--- config.mk ---
export PLATFORM = sky130hd
export DESIGN_NAME = fetch_unit_flat
export DESIGN_NICKNAME = d
export VERILOG_FILES = /design/src/rtl/fetch_if.sv /design/src/rtl/fetch_unit.sv /design/src/flat_wrapper.sv
export SDC_FILE = /design/constraint.sdc
export NUM_CORES = 1
export LEC_CHECK = 0
export ABC_AREA = 1
export CAP_MARGIN = 15
export CORE_ASPECT_RATIO = 0.5
export CORE_MARGIN = 2
export CORE_UTILIZATION = 49
export DETAILED_ROUTE_END_ITERATION = 10
export PLACE_DENSITY = 0.87
export SETUP_SLACK_MARGIN = 0.1
export SKIP_LAST_GASP = 1
export SLEW_MARGIN = 20
export SYNTH_ARGS = -nofsm -noshare
export SYNTH_HDL_FRONTEND = slang
export SYNTH_SLANG_ARGS = --single-unit
--- constraint.sdc ---
create_clock -name clk -period 4.1 [get_ports clk]
set_clock_uncertainty 0.1 [all_clocks]
set_input_delay 0.615 -clock clk [delete_from_list [all_inputs] [get_ports clk]]
set_output_delay 0.615 -clock clk [all_outputs]
set_load 0.03 [all_outputs]
--- src/rtl/fetch_if.sv ---
// Fetch-stage bundle: instruction-memory port, hazard/redirect controls and the IF/ID register.
// Optional FETCH_MISALIGN_EN adds the sticky misalign flag.
interface fetch_if #(
  parameter int unsigned INS_ADDRESS = 32,
  parameter int unsigned INS_W       = 32
);
  logic [INS_ADDRESS-1:0] imem_addr;
  logic [INS_W-1:0]       imem_instr;
  logic                   stall;
  logic                   redirect_valid;
  logic [INS_ADDRESS-1:0] redirect_target;
  logic                   halt_req;
  logic                   id_valid;
  logic                   id_ready;
  logic [INS_W-1:0]       id_instr;
  logic [INS_ADDRESS-1:0] id_pc;
  logic [INS_ADDRESS-1:0] id_pc_next;
  logic                   halted;
`ifdef FETCH_MISALIGN_EN
  logic                   misalign;
`endif

  modport master (
    output imem_addr, id_valid, id_instr, id_pc, id_pc_next, halted,
`ifdef FETCH_MISALIGN_EN
    output misalign,
`endif
    input  imem_instr, stall, redirect_valid, redirect_target, halt_req, id_ready
  );

  modport slave (
    input  imem_addr, id_valid, id_instr, id_pc, id_pc_next, halted,
`ifdef FETCH_MISALIGN_EN
    input  misalign,
`endif
    output imem_instr, stall, redirect_valid, redirect_target, halt_req, id_ready
  );
endinterface

--- src/rtl/fetch_unit.sv ---
// Instruction-fetch stage: PC register, IF/ID capture, redirect/stall/halt handling.
// Define FETCH_MISALIGN_EN to halt on redirects to non-word-aligned targets.
module fetch_unit #(
  parameter int unsigned            INS_ADDRESS = 32,
  parameter int unsigned            INS_W       = 32,
  parameter logic [INS_ADDRESS-1:0] RESET_PC    = '0,
  parameter int unsigned            PC_STEP     = 4
) (
  input  logic   clk,
  input  logic   rst_n,
  fetch_if.master io_fetch
);

  typedef enum logic [0:0] {StRun, StHalt} state_e;

  localparam logic [INS_ADDRESS-1:0] PcStep = INS_ADDRESS'(PC_STEP);

  state_e                 r_state, w_state_d;
  logic [INS_ADDRESS-1:0] r_pc, w_pc_d;
  logic                   r_id_valid, w_id_valid_d;
  logic [INS_W-1:0]       r_id_instr, w_id_instr_d;
  logic [INS_ADDRESS-1:0] r_id_pc, w_id_pc_d;
  logic                   w_fire;
`ifdef FETCH_MISALIGN_EN
  logic                   r_misalign, w_misalign_d;
`endif

  assign w_fire = (r_state == StRun) && !io_fetch.stall && !io_fetch.redirect_valid &&
                  !io_fetch.halt_req && (!r_id_valid || io_fetch.id_ready);

  always_comb begin
    w_state_d    = r_state;
    w_pc_d       = r_pc;
    w_id_valid_d = r_id_valid;
    w_id_instr_d = r_id_instr;
    w_id_pc_d    = r_id_pc;
`ifdef FETCH_MISALIGN_EN
    w_misalign_d = r_misalign;
`endif
    if (r_state == StRun && io_fetch.redirect_valid) begin
      // Redirect flushes the wrong-path instruction even while stalled.
      w_id_valid_d = 1'b0;
`ifdef FETCH_MISALIGN_EN
      if (io_fetch.redirect_target[1:0] != 2'b00) begin
        w_state_d    = StHalt;
        w_misalign_d = 1'b1;
      end else begin
        w_pc_d = io_fetch.redirect_target;
      end
`else
      w_pc_d = io_fetch.redirect_target;
`endif
    end else if (r_state == StRun && io_fetch.halt_req) begin
      w_state_d    = StHalt;
      w_id_valid_d = 1'b0;
    end else if (r_state == StRun && io_fetch.stall) begin
      w_id_valid_d = r_id_valid;
    end else if (w_fire) begin
      w_id_instr_d = io_fetch.imem_instr;
      w_id_pc_d    = r_pc;
      w_id_valid_d = 1'b1;
      w_pc_d       = r_pc + PcStep;
    end else if (r_id_valid && io_fetch.id_ready) begin
      w_id_valid_d = 1'b0;
    end
  end

  always_ff @(posedge clk or negedge rst_n) begin
    if (!rst_n) begin
      r_state    <= StRun;
      r_pc       <= RESET_PC;
      r_id_valid <= 1'b0;
      r_id_instr <= '0;
      r_id_pc    <= '0;
`ifdef FETCH_MISALIGN_EN
      r_misalign <= 1'b0;
`endif
    end else begin
      r_state    <= w_state_d;
      r_pc       <= w_pc_d;
      r_id_valid <= w_id_valid_d;
      r_id_instr <= w_id_instr_d;
      r_id_pc    <= w_id_pc_d;
`ifdef FETCH_MISALIGN_EN
      r_misalign <= w_misalign_d;
`endif
    end
  end

  assign io_fetch.imem_addr  = r_pc;
  assign io_fetch.id_valid   = r_id_valid;
  assign io_fetch.id_instr   = r_id_instr;
  assign io_fetch.id_pc      = r_id_pc;
  assign io_fetch.id_pc_next = r_id_pc + PcStep;
  assign io_fetch.halted     = (r_state == StHalt);
`ifdef FETCH_MISALIGN_EN
  assign io_fetch.misalign   = r_misalign;
`endif

endmodule

--- src/flat_wrapper.sv ---
// flat-port wrapper written by rule: the top's interface ports become plain ports
module fetch_unit_flat 
#(
  parameter int unsigned            INS_ADDRESS = 32,
  parameter int unsigned            INS_W       = 32,
  parameter logic [INS_ADDRESS-1:0] RESET_PC    = '0,
  parameter int unsigned            PC_STEP     = 4
)
  (clk, rst_n, io_fetch_imem_addr, io_fetch_id_valid, io_fetch_id_instr, io_fetch_id_pc, io_fetch_id_pc_next, io_fetch_halted, io_fetch_imem_instr, io_fetch_stall, io_fetch_redirect_valid, io_fetch_redirect_target, io_fetch_halt_req, io_fetch_id_ready);
  fetch_if #(.INS_ADDRESS(INS_ADDRESS), .INS_W(INS_W)) io_fetch_i ();
  input  logic clk;
  input  logic rst_n;
  output wire logic [$bits(io_fetch_i.imem_addr)-1:0] io_fetch_imem_addr;
  output wire logic [$bits(io_fetch_i.id_valid)-1:0] io_fetch_id_valid;
  output wire logic [$bits(io_fetch_i.id_instr)-1:0] io_fetch_id_instr;
  output wire logic [$bits(io_fetch_i.id_pc)-1:0] io_fetch_id_pc;
  output wire logic [$bits(io_fetch_i.id_pc_next)-1:0] io_fetch_id_pc_next;
  output wire logic [$bits(io_fetch_i.halted)-1:0] io_fetch_halted;
  input wire logic [$bits(io_fetch_i.imem_instr)-1:0] io_fetch_imem_instr;
  input wire logic [$bits(io_fetch_i.stall)-1:0] io_fetch_stall;
  input wire logic [$bits(io_fetch_i.redirect_valid)-1:0] io_fetch_redirect_valid;
  input wire logic [$bits(io_fetch_i.redirect_target)-1:0] io_fetch_redirect_target;
  input wire logic [$bits(io_fetch_i.halt_req)-1:0] io_fetch_halt_req;
  input wire logic [$bits(io_fetch_i.id_ready)-1:0] io_fetch_id_ready;
  assign io_fetch_imem_addr = io_fetch_i.imem_addr;
  assign io_fetch_id_valid = io_fetch_i.id_valid;
  assign io_fetch_id_instr = io_fetch_i.id_instr;
  assign io_fetch_id_pc = io_fetch_i.id_pc;
  assign io_fetch_id_pc_next = io_fetch_i.id_pc_next;
  assign io_fetch_halted = io_fetch_i.halted;
  assign io_fetch_i.imem_instr = io_fetch_imem_instr;
  assign io_fetch_i.stall = io_fetch_stall;
  assign io_fetch_i.redirect_valid = io_fetch_redirect_valid;
  assign io_fetch_i.redirect_target = io_fetch_redirect_target;
  assign io_fetch_i.halt_req = io_fetch_halt_req;
  assign io_fetch_i.id_ready = io_fetch_id_ready;
  fetch_unit #(.INS_ADDRESS(INS_ADDRESS), .INS_W(INS_W), .RESET_PC(RESET_PC), .PC_STEP(PC_STEP)) u_core (.clk(clk), .rst_n(rst_n), .io_fetch(io_fetch_i));
endmodule
==> results.md <==
- The total grt overflow is 0.
- The maximum number of buffers from clock root to sink is 2.
- Buffers added to address setup during post-CTS repair amount to 0.
- From left edge to right edge, the die measures 154.4 um.
- The via count normalized by instance count is 5.218.
- In this run the power density over the cells is 722.1 mW/mm^2.
- The netlist uses 35 different library cells.
- The max-capacitance violation count is 0.
- The repair_antennas step left the layout with diodes totalling 0.
- The category of the most critical setup path is reg2out.
- The number of hold buffers added after CTS was 0.
- STA classifies the critical path endpoint as an output port.
- The top cell type by total area after synthesis is sky130_fd_sc_hd__dfrtp_1.
- The vertical extent of the die is 79.18 um.
- Once layout is complete, the utilization of the core stands at 71.65%.
- The critical path startpoint category is a flip-flop.
- For this run, the register share of the synthesized area comes to 44.27%.
- The run finished with clean final reports.
- At the end of the flow, the number of nets in the layout was 1016.
- The routability congestion estimate is 0.9821.
- Relative to the synthesized area, the layout overhead comes to 42.47%.
- Across every metal layer, demand over resource in global routing totals 28.63%.
- The core region is 0.01101 sq mm.
- The share of the cycle needed by the critical path after routing is 78.87%.
- The number of sinks driven by the clock tree is 98.
- The Yosys step of the flow raised 0 warnings.
- The final routed wirelength across all metal layers is 17210 um.
- The total half-perimeter wirelength after legalization and detailed placement is 12810 um.
- The register-to-register setup slack is 1.78 ns.
- Counting flops and latches in the post-synthesis netlist gives 98.
- The iteration count of the initial detailed-routing pass is 5.
- Across all layers, the routed design uses 5708 vias.
- The number of resized instances in the post-cts repair step is 0.
- At the later pin of the worst-skew pair, clock insertion delay measures 0.34 ns.
- In this run the worst hold path is classified as in2async.
- The remaining routing DRC violations is 0.
- The clock-pin slew of the registers on the worst-case setup and hold paths is 0.06 ns.
- The instance count of the mapped netlist is 757.
- Row generation in the floorplan step produced 27 rows.
- The first global-routing pass estimated 27620 um of wire.
- The number of DRC markers in iteration 0 is 550.
- Buffers placed on the I/O ports in this run total 199.
- IR analysis of the VDD net gives a maximum drop of 0.3224 mV.
- Cells with a size suffix above 1 make up 5.374% of the layout.
- For the worst setup path, the data required time is 3.38 ns.
- The data arrival at the endpoint of the critical path is 2.52 ns.
- The total number of H-tree levels is 3.
- The actual transition at the worst max-transition pin is 0.9713 ns.
- After synthesis, the cell types taking the most area are sky130_fd_sc_hd__dfrtp_1, sky130_fd_sc_hd__nand2_1, sky130_fd_sc_hd__nor2_1.
- The highest clock rate is 309.3 MHz.
- The number of flops mapped to enable cells by yosys is 0.
- The number of max-slew violations in the final report is 0.
- The starting utilization of the core area is 50.30%.
- The share of synthesized area in the top cell type comes to 44.27%.
- Setup repair after global routing left no endpoint under its margin.
- In this run, CTS created clock tree buffers numbering 9.
- The cell area after synthesis is 0.005539 sq mm.
- The initial antenna violation count is 0.
- Headroom to the max-slew limit came out at 35.24%.
- The net count after synthesis is 829.
- The sum of negative setup slack is 0 ns.
- The highest fanout seen on the critical path is 5.
- The number of hold violations in the final report was 0.
- Entering global routing, the biggest net connects 92 pins.
- The count of antenna-violating nets left after detailed routing is 0.
- TritonCTS built the clock tree.
- Averaged over all synthesized cells, the footprint is 7.317 sq um.
- The fraction of synthesis flops using an asynchronous set or reset pin is 100.0%.
- The clock root buffer is sky130_fd_sc_hd__clkbuf_16.
- The clock period could shrink to 3.233 ns.
- The commonest register cell after synthesis is sky130_fd_sc_hd__dfrtp_1.
- The area enclosed by the die boundary is 0.01222 sq mm.
- Setup violations remaining at the end of the flow were counted as 0.
- The wire length per cell is 15.73 um.
- The number of global-route vias before repair is 5567.
- In this run the static leakage power is 3.655 nW.
- The number of I/O pins is 200.
## power breakdown
part | switching [mW] | total (mW) | internal (mW)
logic | 1.87 | 3.08 | 1.21
clock network | 0.367 | 0.799 | 0.431
registers | 0.501 | 1.82 | 1.32
total | 2.74 | 5.70 | 2.96
## critical path, stage by stage (launching register included)
cell and delay, ns:
sky130_fd_sc_hd__dfrtp_1 0.44, sky130_fd_sc_hd__ha_1 0.27, sky130_fd_sc_hd__nand3_4 0.12, sky130_fd_sc_hd__nor2_4 0.12, sky130_fd_sc_hd__nand2_4 0.07, sky130_fd_sc_hd__nor2_4 0.14, sky130_fd_sc_hd__nand2_2 0.08, sky130_fd_sc_hd__nor2_2 0.10
sky130_fd_sc_hd__xor2_1 0.15, sky130_fd_sc_hd__clkdlybuf4s50_1 0.69
## cell usage in the layout (no fill, tap or decap), types with 3 or more instances in the layout
cell type and n:
sky130_fd_sc_hd__a21oi_1 9, sky130_fd_sc_hd__buf_4 5, sky130_fd_sc_hd__clkbuf_16 9, sky130_fd_sc_hd__clkdlybuf4s50_1 198, sky130_fd_sc_hd__dfrtp_1 98, sky130_fd_sc_hd__inv_1 61
sky130_fd_sc_hd__inv_2 3, sky130_fd_sc_hd__nand2_1 295, sky130_fd_sc_hd__nand2_2 6, sky130_fd_sc_hd__nand2_4 4, sky130_fd_sc_hd__nand3_1 51, sky130_fd_sc_hd__nand3b_1 4
sky130_fd_sc_hd__nand4_1 9, sky130_fd_sc_hd__nor2_1 74, sky130_fd_sc_hd__nor2_4 9, sky130_fd_sc_hd__nor3_1 11, sky130_fd_sc_hd__o211ai_1 5, sky130_fd_sc_hd__o21ai_0 41
sky130_fd_sc_hd__o22ai_1 4, sky130_fd_sc_hd__xnor2_1 8, sky130_fd_sc_hd__xor2_1 21
## cell type report
| type | instances | area, sq um |
|---|---|---|
| clock inverters | 5 | 37.54 |
| fillers | 904 | 3122 |
| inverters | 64 | 240.2 |
| multi-input cells | 568 | 2718 |
| repair buffers | 203 | 2019 |
| flip-flops and latches | 98 | 2452 |
| clock buffers | 11 | 242.7 |
| well taps | 145 | 181.4 |
## Yosys cell counts, types with 5 or more instances
library cell / n
sky130_fd_sc_hd__o211ai_1: 5
sky130_fd_sc_hd__nor3_1: 11
sky130_fd_sc_hd__clkbuf_1: 10
sky130_fd_sc_hd__nand2_1: 295
sky130_fd_sc_hd__inv_1: 62
sky130_fd_sc_hd__nand2_2: 6
sky130_fd_sc_hd__a21oi_1: 9
sky130_fd_sc_hd__nand4_1: 9
sky130_fd_sc_hd__dfrtp_1: 98
sky130_fd_sc_hd__nor2_4: 9
sky130_fd_sc_hd__nand3_1: 52
sky130_fd_sc_hd__nor2_1: 74
sky130_fd_sc_hd__buf_2: 9
sky130_fd_sc_hd__xnor2_1: 8
sky130_fd_sc_hd__o21ai_0: 41
sky130_fd_sc_hd__xor2_1: 21
## flip-flops by register name (all words and copies together) (netlist names)
signal and count:
u_core.io_fetch.imem_addr 32, u_core.io_fetch.halted 1, u_core.io_fetch.id_instr 32, u_core.io_fetch.id_pc 32, u_core.io_fetch.id_valid 1
## metrics by stage
step	cell area (sq um)	hold WS, ns	setup WS (ns)	instances	total power, mW
after floorplan	5539	0.2194	1.446	757	3.481
after global placement	7611	0.3621	1.301	1078	4.815
after detailed placement	7611	0.3636	1.235	1078	4.877
after CTS	7891	0.3675	0.8588	1094	5.695
after global routing	7891	0.4055	0.6995	1094	5.989
final	7891	0.3312	0.8665	1094	5.698
## per-layer routing
layer	vias to the layer above	wire length, um	track usage [%]
met5	-	0	0
met2	276	8114	48.83
met1	2646	7406	37.87
met3	27	1461	5.731
li1	2759	-	-
met4	0	230	7.500
## cell families (layout without fill, tap and decap cells)
logic type	after synthesis	in the layout	share of synthesized area (%)
buffers and inverters	91	283	6.889
adders and majority gates	2	2	0.4517
and+or+nand+nor	474	474	37.57
DFF	98	98	44.27
xor gates and xnor gates	29	29	4.586
AOI/OAI and AO/OA	63	63	6.234
## final timing paths
check                                             start                       endpoint  cells after the start
setup / recovery               u_core.io_fetch.id_pc[3]        io_fetch_id_pc_next[20]                      9
hold / removal                                    rst_n    u_core.io_fetch.id_instr[1]                      1
setup reg to reg                 u_core.io_fetch.halted  u_core.io_fetch.imem_addr[22]                      7
hold reg to reg            u_core.io_fetch.id_instr[19]   u_core.io_fetch.id_instr[19]                      2
max in group asynchronous                         rst_n      u_core.io_fetch.id_pc[25]                      2
min in group clk           u_core.io_fetch.id_instr[19]   u_core.io_fetch.id_instr[19]                      2
Note: power is estimated with default switching activity, not from simulation.
